### src/rtl/batalha_rounds.sv
// ----------------------------------------------------------------------------
// batalha_rounds
// Multi-round two-player pattern battle. P1 commits a W-bit pattern, then P2
// guesses the pattern rotated right by ROT. Each round is judged, scored and
// counted. After ROUNDS rounds the game ends and a winner is declared.
//
// Optional feature macro: BATALHA_TIMEOUT_EN
//   When defined, a round with no P2 guess within TIMEOUT cycles is scored
//   as a P1 win. This option also adds the timeout_flag output.
//
// Ports:
//   clk, rst             clock (rising edge), synchronous active-high reset
//   start                begin a new game (accepted in IDLE or DONE only)
//   p1_valid/p1_pattern  P1 pattern handshake; p1_ready is high in WAIT_P1
//   p2_valid/p2_guess    P2 guess handshake;   p2_ready is high in WAIT_P2
//   s1, s2, round_done   one-cycle pulses for the round just judged
//   score1, score2       round wins per player
//   round_cnt            rounds completed in this game
//   game_over            high in DONE
//   winner               00 none, 01 P1, 10 P2, 11 tie (valid in DONE)
//   timeout_flag         (BATALHA_TIMEOUT_EN only) pulses with s1 on timeout
// ----------------------------------------------------------------------------
module batalha_rounds #(
    parameter int W       = 3,
    parameter int ROT     = 1,
    parameter int ROUNDS  = 5,
    parameter int TIMEOUT = 15,
    localparam int SW     = $clog2(ROUNDS + 1)
) (
    input  logic          clk,
    input  logic          rst,
    input  logic          start,
    input  logic          p1_valid,
    input  logic [W-1:0]  p1_pattern,
    output logic          p1_ready,
    input  logic          p2_valid,
    input  logic [W-1:0]  p2_guess,
    output logic          p2_ready,
    output logic          s1,
    output logic          s2,
    output logic          round_done,
    output logic [SW-1:0] score1,
    output logic [SW-1:0] score2,
    output logic [SW-1:0] round_cnt,
    output logic          game_over,
`ifdef BATALHA_TIMEOUT_EN
    output logic          timeout_flag,
`endif
    output logic [1:0]    winner
);

    // Elaboration-time sanity check of the parameter ranges.
    localparam bit PARAMS_OK = (W >= 2) && (ROT >= 0) && (ROT < W) &&
                               (ROUNDS >= 1) && (TIMEOUT >= 1);
    generate
        if (!PARAMS_OK) begin : g_bad_params
            $error("batalha_rounds: illegal parameter combination");
        end
    endgenerate

    typedef enum logic [1:0] {
        IDLE    = 2'd0,
        WAIT_P1 = 2'd1,
        WAIT_P2 = 2'd2,
        DONE    = 2'd3
    } state_t;

    state_t        state_q, state_d;
    logic [W-1:0]  pat_q, pat_d;
    logic [SW-1:0] score1_q, score1_d;
    logic [SW-1:0] score2_q, score2_d;
    logic [SW-1:0] round_cnt_q, round_cnt_d;
    logic          s1_q, s1_d;
    logic          s2_q, s2_d;
    logic          round_done_q, round_done_d;

`ifdef BATALHA_TIMEOUT_EN
    localparam int TW = $clog2(TIMEOUT + 1);
    logic [TW-1:0] to_cnt_q, to_cnt_d;
    logic          timeout_q, timeout_d;
`endif

    // Expected guess: rotate the committed pattern right by ROT.
    logic [W-1:0] expected;
    generate
        for (genvar gi = 0; gi < W; gi++) begin : g_rot
            assign expected[gi] = pat_q[(gi + ROT) % W];
        end
    endgenerate

    logic uniform;
    assign uniform = (pat_q == '0) || (pat_q == '1);

    always_comb begin
        state_d      = state_q;
        pat_d        = pat_q;
        score1_d     = score1_q;
        score2_d     = score2_q;
        round_cnt_d  = round_cnt_q;
        s1_d         = 1'b0;
        s2_d         = 1'b0;
        round_done_d = 1'b0;
`ifdef BATALHA_TIMEOUT_EN
        to_cnt_d     = '0;
        timeout_d    = 1'b0;
`endif
        case (state_q)
            IDLE, DONE: begin
                if (start) begin
                    score1_d    = '0;
                    score2_d    = '0;
                    round_cnt_d = '0;
                    pat_d       = '0;
                    state_d     = WAIT_P1;
                end
            end
            WAIT_P1: begin
                if (p1_valid) begin
                    pat_d   = p1_pattern;
                    state_d = WAIT_P2;
                end
            end
            WAIT_P2: begin
                if (p2_valid) begin
                    // Uniform patterns are unbeatable, so s1 wins over a match.
                    if (uniform) begin
                        s1_d     = 1'b1;
                        score1_d = score1_q + 1'b1;
                    end else if (p2_guess == expected) begin
                        s2_d     = 1'b1;
                        score2_d = score2_q + 1'b1;
                    end
                    round_done_d = 1'b1;
                    round_cnt_d  = round_cnt_q + 1'b1;
                    state_d      = (round_cnt_d == SW'(ROUNDS)) ? DONE : WAIT_P1;
`ifdef BATALHA_TIMEOUT_EN
                end else if (to_cnt_q == TW'(TIMEOUT - 1)) begin
                    // Final allowed cycle passed without a guess: P1 takes it.
                    s1_d         = 1'b1;
                    timeout_d    = 1'b1;
                    score1_d     = score1_q + 1'b1;
                    round_done_d = 1'b1;
                    round_cnt_d  = round_cnt_q + 1'b1;
                    state_d      = (round_cnt_d == SW'(ROUNDS)) ? DONE : WAIT_P1;
                end else begin
                    to_cnt_d = to_cnt_q + 1'b1;
`endif
                end
            end
            default: state_d = IDLE;
        endcase
    end

    always_ff @(posedge clk) begin
        if (rst) begin
            state_q      <= IDLE;
            pat_q        <= '0;
            score1_q     <= '0;
            score2_q     <= '0;
            round_cnt_q  <= '0;
            s1_q         <= 1'b0;
            s2_q         <= 1'b0;
            round_done_q <= 1'b0;
`ifdef BATALHA_TIMEOUT_EN
            to_cnt_q     <= '0;
            timeout_q    <= 1'b0;
`endif
        end else begin
            state_q      <= state_d;
            pat_q        <= pat_d;
            score1_q     <= score1_d;
            score2_q     <= score2_d;
            round_cnt_q  <= round_cnt_d;
            s1_q         <= s1_d;
            s2_q         <= s2_d;
            round_done_q <= round_done_d;
`ifdef BATALHA_TIMEOUT_EN
            to_cnt_q     <= to_cnt_d;
            timeout_q    <= timeout_d;
`endif
        end
    end

    assign p1_ready   = (state_q == WAIT_P1);
    assign p2_ready   = (state_q == WAIT_P2);
    assign game_over  = (state_q == DONE);
    assign s1         = s1_q;
    assign s2         = s2_q;
    assign round_done = round_done_q;
    assign score1     = score1_q;
    assign score2     = score2_q;
    assign round_cnt  = round_cnt_q;
`ifdef BATALHA_TIMEOUT_EN
    assign timeout_flag = timeout_q;
`endif

    always_comb begin
        winner = 2'b00;
        if (state_q == DONE) begin
            if (score1_q > score2_q)      winner = 2'b01;
            else if (score2_q > score1_q) winner = 2'b10;
            else                          winner = 2'b11;
        end
    end

endmodule
### config.mk
export PLATFORM = sky130hd
export DESIGN_NAME = batalha_rounds
export DESIGN_NICKNAME = d
export VERILOG_FILES = /design/src/rtl/batalha_rounds.sv
export SDC_FILE = /design/constraint.sdc
export NUM_CORES = 1
export LEC_CHECK = 0
export CORE_MARGIN = 3
export CORE_UTILIZATION = 47
export CTS_CLUSTER_SIZE = 40
export DETAILED_ROUTE_END_ITERATION = 8
export PLACE_DENSITY_LB_ADDON = 0.2
export SLEW_MARGIN = 5
export SYNTH_ARGS = -nofsm -noshare
export SYNTH_HDL_FRONTEND = slang
export SYNTH_SLANG_ARGS = --single-unit
### constraint.sdc
create_clock -name clk -period 2 [get_ports clk]
set_input_delay 0.2 -clock clk [delete_from_list [all_inputs] [get_ports clk]]
set_output_delay 0.2 -clock clk [all_outputs]
set_load 0.02 [all_outputs]
==> flow_summary_export.csv <==
group,metric,value,unit
final_layout,drive_above_1_share,18.18,%
timing,fmax,0.5294,GHz
timing,worst_slew_pin_slew,0.5741,ns
final_layout,final_util,70.05,%
routing,wl_per_cell,13.19,microns
synth,synthAdderAreaFrac,13.24,%
routing,postRouteAntennaNets,0,
synth,yosysTopAreaCellShare,32.73,%
timing,rsz0062_at_grt,"false",
flow_run,max-cap-violations,0,
clocking,cts_tree,"done",
critical_path,r2r-start,"state_q[1]",
critical_path,setup.worst_path.end_class,"primary output",
critical_path,arrival,1.69,ns
die,die_h,53.04,microns
die,top_level_ports,28,
die,die-area,2813,sq um
synth,syn_nets,139,
clocking,cts_setup_buffers,0,
min_path,hp-start,"round_cnt[1]",
clocking,htree_num_levels,1,
place,io_buffers,27,
routing,vias,967,
clocking,clkSlewWorstSetupHoldPaths,0.10,ns
timing,setup_viol,0,
routing,firstDrtPassIters,4,
timing,finalCriticalPeriod,1.889,ns
synth,synthArstFlopShare,0,%
synth,synthSimpleGateAreaFrac,24.07,%
synth,synth_xor_area_share,2.527,%
critical_path,critPathKind,"flop to primary output",
status,status,"finished clean",
synth,yosysSeqAreaShare,32.73,%
final_layout,stdcell_count,181,
synth,syn-instance-count,117,
min_path,worst_hold_path.endpoint,"round_cnt[1]",
place,dp_hpwl,1811,microns
synth,synth_edf_count,0,
critical_path,startpoint_type,"flop",
place,globalplace.congestion,0.7676,
synth,synth_area_leader_cell,"dfxtp_1",
global_routing,grt_pass1_wl,3953,microns
routing,drc,0,
global_routing,grt_pass1_vias,909,
die,die_w,53.04,microns
global_routing,antenna_found_initial,0,
clocking,clock-root-buffer,"clkbuf_4",
clocking,cts.sinks,17,
critical_path,crit_slowest_cell,"clkdlybuf4s50_1",
synth,yosys_warnings,0,
clocking,numCtsBuffers,3,
power,peakVddDrop,372.2,uV
synth,synth_mux_area_share,2.407,%
synth,ys.flop_type,"dfxtp_1",
clocking,cts_buffer_depth,2,
place,dpl.cell_count,177,
global_routing,grt_start_max_net_pins,15,
power,power.leakage,0.0005712,uW
synth,syn_avg_cell_area,8.887,sq um
min_path,worst_hold_path_type,"flop to flop",
critical_path,worst_ep_required_time,1.80,ns
timing,setup-tns-final,0,ns
synth,synth_top_family_by_area,"simple AND/OR/NAND/NOR gates",
synth,synth_seq_cells,17,
timing,fin_worst_skew,0.005448,ns
global_routing,grtUsageTotal,19.21,%
timing,period_share,94.46,%
critical_path,path_cells,"ha_2, clkdlybuf4s50_1",
final_layout,antennaDiodeCount,0,
timing,timing.hold.ws,0.5187,ns
die,start_util,51.42,%
timing,timing.slew.headroom,61.61,%
synth,synth_compound_area_share,19.13,%
min_path,holdPathStages,2,
synth,synth_area_leaders,"dfxtp_1, ha_1, nor2_1, a22oi_1, inv_1",
final_layout,final_cell_mix,"clkdlybuf4s50_1, nor2_1, dfxtp_1",
critical_path,rrSetupSlack,0.16,ns
place,placedInstanceArea,1395,sq um
timing,drv_slew,0,
power,power_density,518.0,nW/um^2
critical_path,reg2reg_depth,6,
final_layout,syn_to_final_growth,36.22,%
critical_path,crit-reg2reg-capture,"score2[0]",
routing,viasPerCell,5.343,
synth,syn_area,1040,sq um
die,row_count,16,
routing,drt_wl_total,2387,microns
synth,yosys.cell_types.count,42,
clocking,clkLatencyLatePin,0.30,ns
clocking,ctsHoldBuffers,0,
final_layout,nNetsFinal,177,
routing,drt-initial-drc-count,24,
die,core,2022,sq um
final_layout,stdcell_area,1416,sq um
critical_path,path_max_fanout,9,
final_layout,final_common_cell,"clkdlybuf4s50_1",
timing,hold_viol_final,0,
global_routing,grt-ovfl-total,0,
critical_path,critPathMaxStageDelay,0.65,ns
-- critical path, delay by kind of cell (launching register included) --
| kind | cells | cell delay, ns |
|---|---|---|
| DFF | 1 | 0.41 |
| buffers and inverters | 1 | 0.65 |
| adders and majority gates | 1 | 0.34 |
-- repair_timing --
action                                  in CTS  in global routing
gates resized for setup                      7                  5
endpoints found under the setup margin       3                  2
pin swaps                                    0                  0
-- worst max path at each step --
stage	to	start	cells after the start
6_report	p2_ready	state_q[1]	2
5_1_grt	winner[0]	score1[1]	7
4_1_cts	winner[1]	score1[1]	7
3_5_place_dp	winner[0]	score1[1]	7
3_3_place_gp	winner[0]	score1[1]	7
2_1_floorplan	score2[0]	state_q[0]	8
-- report_power, final --
group          switching, uW  internal, uW  leakage, uW  total, uW
clock network            110          77.7    0.0000150        188
registers               7.70           346     0.000137        354
logic                    109          83.2     0.000419        192
-- synthesized netlist by cell type, drive strengths merged, types with 2 or more instances --
cell / count
nand4: 2
buf: 2
nand3: 3
dfxtp: 17
a211oi: 2
clkbuf: 2
nor2: 17
inv: 10
o211ai: 2
and3: 2
and2: 4
nand2b: 4
a22oi: 5
a21oi: 5
ha: 11
nor3: 6
xor2: 2
o21ai: 3
nand2: 3
-- kinds of logic (layout without fill, tap and decap cells) --
group	after synthesis	after routing
and+or+nand+nor	44	44
adders and majority gates	11	11
AOI/OAI and AO/OA	26	26
DFF	17	17
muxes	2	2
xor gates and xnor gates	3	3
buffers and inverters	14	51
-- metrics by stage --
| stage | total power [uW] | setup WS [ns] |
|---|---|---|
| 2_1_floorplan | 479.3 | 0.1196 |
| 3_3_place_gp | 545.6 | 0.06703 |
| 3_5_place_dp | 551.3 | -0.01462 |
| 4_1_cts | 740.6 | 0.001018 |
| 5_1_grt | 776.4 | 0.006484 |
| 6_report | 733.7 | 0.1109 |
-- sequential cells by signal (all words and copies together) (netlist names) --
register and count:
s1 1, pat_q 3, score1 3, round_done 1, round_cnt 3, state_q 2
score2 3, s2 1
-- area by class of cell --
type	instances	area [sq um]
clock buffer	4	26.28
fill	163	605.6
inverter	10	37.54
multi-input combinational	86	640.6
sequential	17	340.3
tap	27	33.78
timing repair buffer	37	337.8
-- per-layer routing --
metal | up-vias | routed length [microns] | global-route usage [%]
met3 | 2 | 137 | 6.479
met1 | 442 | 1064 | 22.35
li1 | 492 | - | -
met5 | - | 0 | 0
met2 | 31 | 1175 | 33.26
met4 | 0 | 10 | 5.106
Power figures use the tool's default switching activity.
